$ cat src/rtl/id_ex_stage_buffer.sv
// ---------------------------------------------------------------------------
// id_ex_stage_buffer
//
// Pipeline boundary between decode (ID) and execute (EX) of the RISC-V core.
// Holds the decoded control bundle, PC, PC+4, immediate, operand data and
// register indices. Valid/ready handshakes sit on both sides.
//
// With SKID_EN=1 a second (skid) entry absorbs the instruction that decode
// launches in the same cycle that EX stalls. in_ready_o then comes from a flop,
// so there is no combinational path from out_ready_i back into decode.
// With SKID_EN=0 the buffer is a single entry and its ready signal is
// combinational.
//
// Parameters
//   DATA_W   width of PC, PC+4, immediate and operand data
//   RADDR_W  width of register indices
//   CTRL_W   width of the packed control bundle
//   SKID_EN  1: two entries, registered ready; 0: one entry, combinational ready
//
// Ports
//   clk_i, reset_i        clock (rising edge), asynchronous active-high reset
//   flush_i               synchronous flush; drops every held entry
//   in_valid_i/in_ready_o handshake with decode
//   ctrl_i .. rd_idx_i    instruction payload from decode
//   out_valid_o/out_ready_i handshake with execute
//   ctrl_o .. rd_idx_o    head-entry payload; ctrl_o reads 0 while invalid
// ---------------------------------------------------------------------------
module id_ex_stage_buffer #(
  parameter int unsigned DATA_W  = 32,
  parameter int unsigned RADDR_W = 5,
  parameter int unsigned CTRL_W  = 16,
  parameter int unsigned SKID_EN = 1
) (
  input  logic               clk_i,
  input  logic               reset_i,
  input  logic               flush_i,

  input  logic               in_valid_i,
  output logic               in_ready_o,
  input  logic [CTRL_W-1:0]  ctrl_i,
  input  logic [DATA_W-1:0]  pc_i,
  input  logic [DATA_W-1:0]  pc_p4_i,
  input  logic [DATA_W-1:0]  imm_i,
  input  logic [DATA_W-1:0]  rs1_data_i,
  input  logic [DATA_W-1:0]  rs2_data_i,
  input  logic [RADDR_W-1:0] rs1_idx_i,
  input  logic [RADDR_W-1:0] rs2_idx_i,
  input  logic [RADDR_W-1:0] rd_idx_i,

  output logic               out_valid_o,
  input  logic               out_ready_i,
  output logic [CTRL_W-1:0]  ctrl_o,
  output logic [DATA_W-1:0]  pc_o,
  output logic [DATA_W-1:0]  pc_p4_o,
  output logic [DATA_W-1:0]  imm_o,
  output logic [DATA_W-1:0]  rs1_data_o,
  output logic [DATA_W-1:0]  rs2_data_o,
  output logic [RADDR_W-1:0] rs1_idx_o,
  output logic [RADDR_W-1:0] rs2_idx_o,
  output logic [RADDR_W-1:0] rd_idx_o
);

  typedef struct packed {
    logic [CTRL_W-1:0]  ctrl;
    logic [DATA_W-1:0]  pc;
    logic [DATA_W-1:0]  pc_p4;
    logic [DATA_W-1:0]  imm;
    logic [DATA_W-1:0]  rs1_data;
    logic [DATA_W-1:0]  rs2_data;
    logic [RADDR_W-1:0] rs1_idx;
    logic [RADDR_W-1:0] rs2_idx;
    logic [RADDR_W-1:0] rd_idx;
  } entry_t;

  // Encoding is {skid_v, main_v}, so each valid bit is a state-register bit.
  typedef enum logic [1:0] {
    EMPTY = 2'b00,
    ONE   = 2'b01,
    TWO   = 2'b11
  } state_t;

  state_t state_q;
  state_t state_d;

  entry_t main_q;
  entry_t skid_q;
  entry_t in_entry;

  logic main_v;
  logic skid_v;
  logic accept;
  logic pop;
  logic load_main_in;
  logic load_main_skid;
  logic load_skid;

  assign in_entry = '{
    ctrl:     ctrl_i,
    pc:       pc_i,
    pc_p4:    pc_p4_i,
    imm:      imm_i,
    rs1_data: rs1_data_i,
    rs2_data: rs2_data_i,
    rs1_idx:  rs1_idx_i,
    rs2_idx:  rs2_idx_i,
    rd_idx:   rd_idx_i
  };

  assign main_v = state_q[0];
  assign skid_v = state_q[1];

  generate
    if (SKID_EN != 0) begin : g_skid_ready
      // Ready is a flop bit; out_ready_i never reaches decode combinationally.
      assign in_ready_o = ~skid_v;
    end else begin : g_direct_ready
      // A full single entry can still accept when EX drains it this cycle.
      assign in_ready_o = ~main_v | out_ready_i;
    end
  endgenerate

  assign accept = in_valid_i & in_ready_o;
  assign pop    = main_v & out_ready_i;

  always_ff @(posedge clk_i or posedge reset_i) begin
    if (reset_i) begin
      state_q <= EMPTY;
    end else begin
      state_q <= state_d;
    end
  end

  // Flush overrides any accept or pop in the same cycle, and payload loads are
  // suppressed so the held payload stays put.
  always_comb begin
    state_d        = state_q;
    load_main_in   = 1'b0;
    load_main_skid = 1'b0;
    load_skid      = 1'b0;
    if (flush_i) begin
      state_d = EMPTY;
    end else begin
      unique case (state_q)
        EMPTY: begin
          if (accept) begin
            state_d      = ONE;
            load_main_in = 1'b1;
          end
        end
        ONE: begin
          if (accept && pop) begin
            load_main_in = 1'b1;
          end else if (accept && (SKID_EN != 0)) begin
            state_d   = TWO;
            load_skid = 1'b1;
          end else if (pop) begin
            state_d = EMPTY;
          end
        end
        TWO: begin
          if (pop) begin
            state_d        = ONE;
            load_main_skid = 1'b1;
          end
        end
        default: begin
          state_d = EMPTY;
        end
      endcase
    end
  end

  always_ff @(posedge clk_i or posedge reset_i) begin
    if (reset_i) begin
      main_q <= '0;
      skid_q <= '0;
    end else begin
      if (load_main_in) begin
        main_q <= in_entry;
      end else if (load_main_skid) begin
        main_q <= skid_q;
      end
      if (load_skid) begin
        skid_q <= in_entry;
      end
    end
  end

  assign out_valid_o = main_v;

  // Zero control on a bubble keeps every downstream write enable quiet.
  assign ctrl_o     = main_v ? main_q.ctrl : '0;
  assign pc_o       = main_q.pc;
  assign pc_p4_o    = main_q.pc_p4;
  assign imm_o      = main_q.imm;
  assign rs1_data_o = main_q.rs1_data;
  assign rs2_data_o = main_q.rs2_data;
  assign rs1_idx_o  = main_q.rs1_idx;
  assign rs2_idx_o  = main_q.rs2_idx;
  assign rd_idx_o   = main_q.rd_idx;

endmodule

$ cat config.mk
export PLATFORM = sky130hd
export DESIGN_NAME = id_ex_stage_buffer
export DESIGN_NICKNAME = d
export VERILOG_FILES = /design/src/rtl/id_ex_stage_buffer.sv
export SDC_FILE = /design/constraint.sdc
export NUM_CORES = 1
export LEC_CHECK = 0
export BUFFER_PORTS_ARGS = -buffer_cell sky130_fd_sc_hd__clkbuf_2
export CORE_ASPECT_RATIO = 2
export CORE_MARGIN = 4
export CORE_UTILIZATION = 51
export CTS_BUF_LIST = sky130_fd_sc_hd__clkbuf_8
export CTS_CLUSTER_DIAMETER = 30
export DETAILED_ROUTE_END_ITERATION = 16
export PLACE_DENSITY_LB_ADDON = 0.25
export SETUP_SLACK_MARGIN = 0.5
export SYNTH_ARGS = -nofsm -noshare
export SYNTH_HDL_FRONTEND = slang
export SYNTH_SLANG_ARGS = --single-unit
$ cat constraint.sdc
create_clock -name clk_i -period 11.9 [get_ports clk_i]
set_input_delay 0.595 -clock clk_i [delete_from_list [all_inputs] [get_ports clk_i]]
set_output_delay 0.595 -clock clk_i [all_outputs]
set_load 0.01 [all_outputs]
== Word-level counts from Yosys, hierarchy flattened ==
Index checks and enable logic that the tools add are counted.
Word-level totals
  output and inout bits: 193
  register bits: 384
  bits of input ports: 196
  logic and storage cells: 52
Cells by class
  muxes and demuxes: 20
  reductions and logical operators: 4
  bitwise logic cells: 3
  equality and inequality tests: 6
Operators with widths (count)
  two-way mux 191 bit: 2
  two-way mux 16 bit: 1
  two-way mux 2 bit: 6
  two-way mux 1 bit: 9
  inequality test 3 bit, second input constant: 3
  case mux 2 bit (3 select lines): 1
  inequality test 4 bit, second input constant: 1
  AND reduction 4 bit: 1
  bitwise AND 1 bit: 2
  equality test 2 x 1 -> 1 bit, second input constant: 1
  equality test 2 bit, second input constant: 1
  zero test 2 bit: 1
  case mux 1 bit (2 select lines): 1
  nonzero test 2 bit: 1
  logical AND 1 bit: 1
  inverter 1 bit: 1

== Logic depth before layout (Yosys ltp) ==
  word-level depth: 7
  depth in mapped cells: 9
  gate-level depth less buffers: 6

== Worst setup path after synthesis ==
Ideal clock, no wire load.
  kind: register to register
  start point: register state_q[0]
  end point: register main_q, in the netlist rs1_idx_o[1]
  data required time: 11774 ps
  setup time: 126 ps
  setup slack: 9982 ps
  cell stages (with the launch flop): 9
  arrival: 1792 ps
  path buffers: 3
  clock period less this slack: 1918 ps
  path through: dfrtp_1 > clkbuf_2 > inv_1 > ha_1 > nor2b_1 > a32oi_4 > buf_2 > buf_4 > a21oi_1
Between the ends
  word-level cells in the longest chain between the ends: 6
  elaborated cells between the ends (all ways): 13
  those cells by class: eq/ne: 2; mux: 7; bitwise: 1; reduce/logical: 3
RTL lines
  from (decl): line 82  | state_t state_q;
  from (signal assigned): line 129  | state_q <= state_d;
  bitwise AND 1 bit: line 123  | assign pop = main_v & out_ready_i;
  logical AND 1 bit: line 151  | if (accept && pop) begin
  two-way mux 1 bit: line 151
  case mux 1 bit (2 select lines): line 143  | unique case (state_q)
  two-way mux 1 bit: line 140  | if (flush_i) begin
  two-way mux 191 bit or nonzero test 2 bit (tied branches)
  to (signal assigned): line 179  | main_q <= in_entry;
  to (signal assigned): line 181  | main_q <= skid_q;
  to (decl): line 85  | entry_t main_q;
Several ways; a longest one is shown, not always the timed one.
A chain may end at the register's enable or synchronous reset.

== Worst setup path in the final report ==
  start point: register state_q[0]
  end point: register main_q, in the netlist pc_o[27]
Same word-level chain as after synthesis.

==> out/results.ini <==
[final_layout]
num-fill-cells=2937
multi_input_area_um2=6110
areaGrowthSynthToFinish_pct=10.8
instances_no_fill=2133
nets=1845
regArea_um2=9610
drive_gt1_share_pct=40.9

[synth]
synth_cells=1448
seq_area_frac_synth_pct=54.6
ys_ff_latch=384
synthSimpleGateAreaFrac_pct=4.99
synth_cell_type_count=22
synth_xor_xnor_area_share_pct=0
synth-adder-area-share_pct=0.285
syn_avg_cell_area_um2=12.1
syn_area_um2=17600
synthesis.nets=1648
synth_compound_area_share_pct=6.13
muxShareOfSynthArea_pct=23.2
synth_top_family_by_area=multiplexers
synth_warnings=0

[critical_path]
rr_worst_depth=8
rr_endpoint=pc_o[27]
crit_type=flip-flop to flip-flop
worstPathArrival_ns=4.26
worstSetupEndpointType=flip-flop
cp.required_ns=12.43
reg2reg_from=state_q[0]
crit_path_start_kind=flip-flop
path_max_fanout=211
r2r_setup_slack_ns=8.17

[placed_design]
dpl.hpwl_mm=26.2
gp_congestion=0.791
placed_cells=2028
dp_slack_ns=8.22
io_buffers=388

[timing]
slew_headroom_pct=19.8
rsz0062_at_grt=no
hold_ws_ns=0.105
tns_ns=0
finalHoldViolCount=0
period_share_pct=31.4
setup_viol_count_final=0
min_period_ns=3.73
worst_pin_slew_ns=1.20
fin_worst_skew_ns=0.0218
max_freq_mhz=268
final_max_slew_viol_count=0
postLayoutSetupSlackWorst_ns=8.17

[detailed_routing]
routed_wirelength_mm=38.9
drc_errors=0
drt-pass1-iter-count=4
wl_per_cell_um=18.2
drt_iter0_markers=307
ant_nets=0
route.vias.total=10900
via_per_inst=5.13

[pwr]
power_uw=4950
leakagePower_uw=0.0104
peakVddDrop_mv=0.130
power_density_nw_per_um2=254

[floorplanning]
initial_core_util_pct=51.4
die_width_um=139
dieArea_um2=37700
core_region_area_um2=34200
pin_count=389
die_h_um=271
rows=96

[clock_tree]
holdBufCountCts=0
clockBufferDepth=3
post_cts_buffers=0
cts_root_buffer=clkbuf_8
clk_pin_slew_ns=0.06
h-tree-depth=2
clock_sinks=384
cts_made_buffers=56
post_cts_resized=0
clk_latency_ns=0.61
cts_tree=built

[global_route]
grtUsageTotal_pct=20.0
grt_max_degree=212
grt_first_pass_wirelength_mm=60.8
grt.overflow.total=0
grt_pass1_vias=11400
grt_antenna_before_repair=7

[outcome]
status=finished, final reports clean

[run]
maxCapViolCount=0

[worst_hold_path]
hold_class=input pin to async pin

## critical path, stage by stage, from the launching register on
cell and delay [ns]:
dfrtp_1 0.87, inv_1 0.19, ha_1 0.26, nor2b_1 0.15
a32oi_4 0.20, buf_12 0.60, buf_4 0.84, nor2_1 0.14
a21oi_2 0.14
## how the worst max path moves through the flow
stage                     startpoint       endpoint  slack, ns  cells after the start
after floorplan              reset_i       imm_o[0]       0.63                      1
after global placement    state_q[0]     skid_q[49]       8.27                      5
after detailed placement  state_q[0]       pc_o[24]       8.22                      8
after CTS                 state_q[0]  rs2_data_o[4]       8.18                      8
after global routing      state_q[0]    main_q[186]       7.77                      8
final                     state_q[0]       pc_o[27]       8.17                      8
## stage by stage
stage / instance area [um^2] / util [%]
after floorplan: 17600 / -
after global placement: 18300 / 53.6
after detailed placement: 18300 / 53.6
after CTS: 19500 / 56.9
after global routing: 19500 / 56.9
final: 19500 / 56.9
## cells in the mapped netlist, drive strengths merged
| cell type | number | share of area [%] |
|---|---|---|
| ha | 4 | 0.28 |
| buf | 259 | 11 |
| clkbuf | 2 | 0.050 |
| mux2i | 192 | 11 |
| nand3 | 2 | 0.057 |
| and2 | 16 | 0.57 |
| o311ai | 1 | 0.050 |
| a21oi | 192 | 5.9 |
| nand2 | 4 | 0.085 |
| nor2 | 191 | 4.1 |
| nor2b | 3 | 0.11 |
| mux2 | 192 | 12 |
| a32oi | 1 | 0.16 |
| inv | 3 | 0.064 |
| and4bb | 1 | 0.093 |
| dfrtp | 384 | 55 |
| a211o | 1 | 0.050 |
## registers in the layout (all words and copies together) (netlist names)
signal      count
skid_q        191
imm_o          32
pc_o           32
pc_p4_o        32
rs1_data_o     32
rs2_data_o     32
main_q         16
rd_idx_o        5
rs1_idx_o       5
rs2_idx_o       5
state_q         2
## placed cells by master (no fill, tap or decap), types with 2 or more instances in the layout
master / netlist / final
mux2i_1: 192 / 192
and2_1: 16 / 16
nor2b_1: 3 / 3
bufinv_16: 0 / 4
clkinv_2: 0 / 2
nand2_1: 4 / 3
dfrtp_1: 384 / 384
clkbuf_8: 0 / 64
buf_4: 179 / 11
a21oi_2: 19 / 19
diode_2: 0 / 6
inv_1: 3 / 27
mux2_2: 192 / 192
nor2_1: 191 / 191
ha_1: 4 / 4
a21oi_1: 173 / 173
clkinvlp_4: 0 / 2
clkbuf_2: 1 / 388
inv_6: 0 / 2
## kinds of logic after synthesis
group	after synthesis
AO/OA/AOI/OAI	195
AND/OR/NAND/NOR	217
buffers and inverters	264
adder cells (fa/ha/maj)	4
flip-flops	384
multiplexers	384
## power by group
group / leakage, uW / total, uW / switching [uW] / internal [uW]
registers: 0.00442 / 2300 / 342 / 1950
logic: 0.00529 / 1590 / 795 / 792
clock network: 0.000667 / 1070 / 495 / 576
total: 0.0104 / 4950 / 1630 / 3320
## per-layer routing
layer  global-route usage (%)  vias to the layer above  part of all wire (%)
met5                        0                        -                 0.033
met4                     10.9                        2                   5.2
met3                     4.44                      104                   5.2
met2                     35.8                      305                    53
met1                     21.6                     5356                    37
li1                         -                     5179                     -
## cell type report
| cell class | count | share of cell area (%) |
|---|---|---|
| multi-input combinational | 800 | 31.3 |
| clock inverter | 35 | 1.32 |
| antenna | 6 | 0.0771 |
| timing repair buffer | 400 | 10.5 |
| clock buffer | 64 | 4.52 |
| tap | 441 | 2.83 |
| inverter | 3 | 0.0963 |
| sequential | 384 | 49.3 |
No activity file was read; power rests on OpenSTA's default activity.
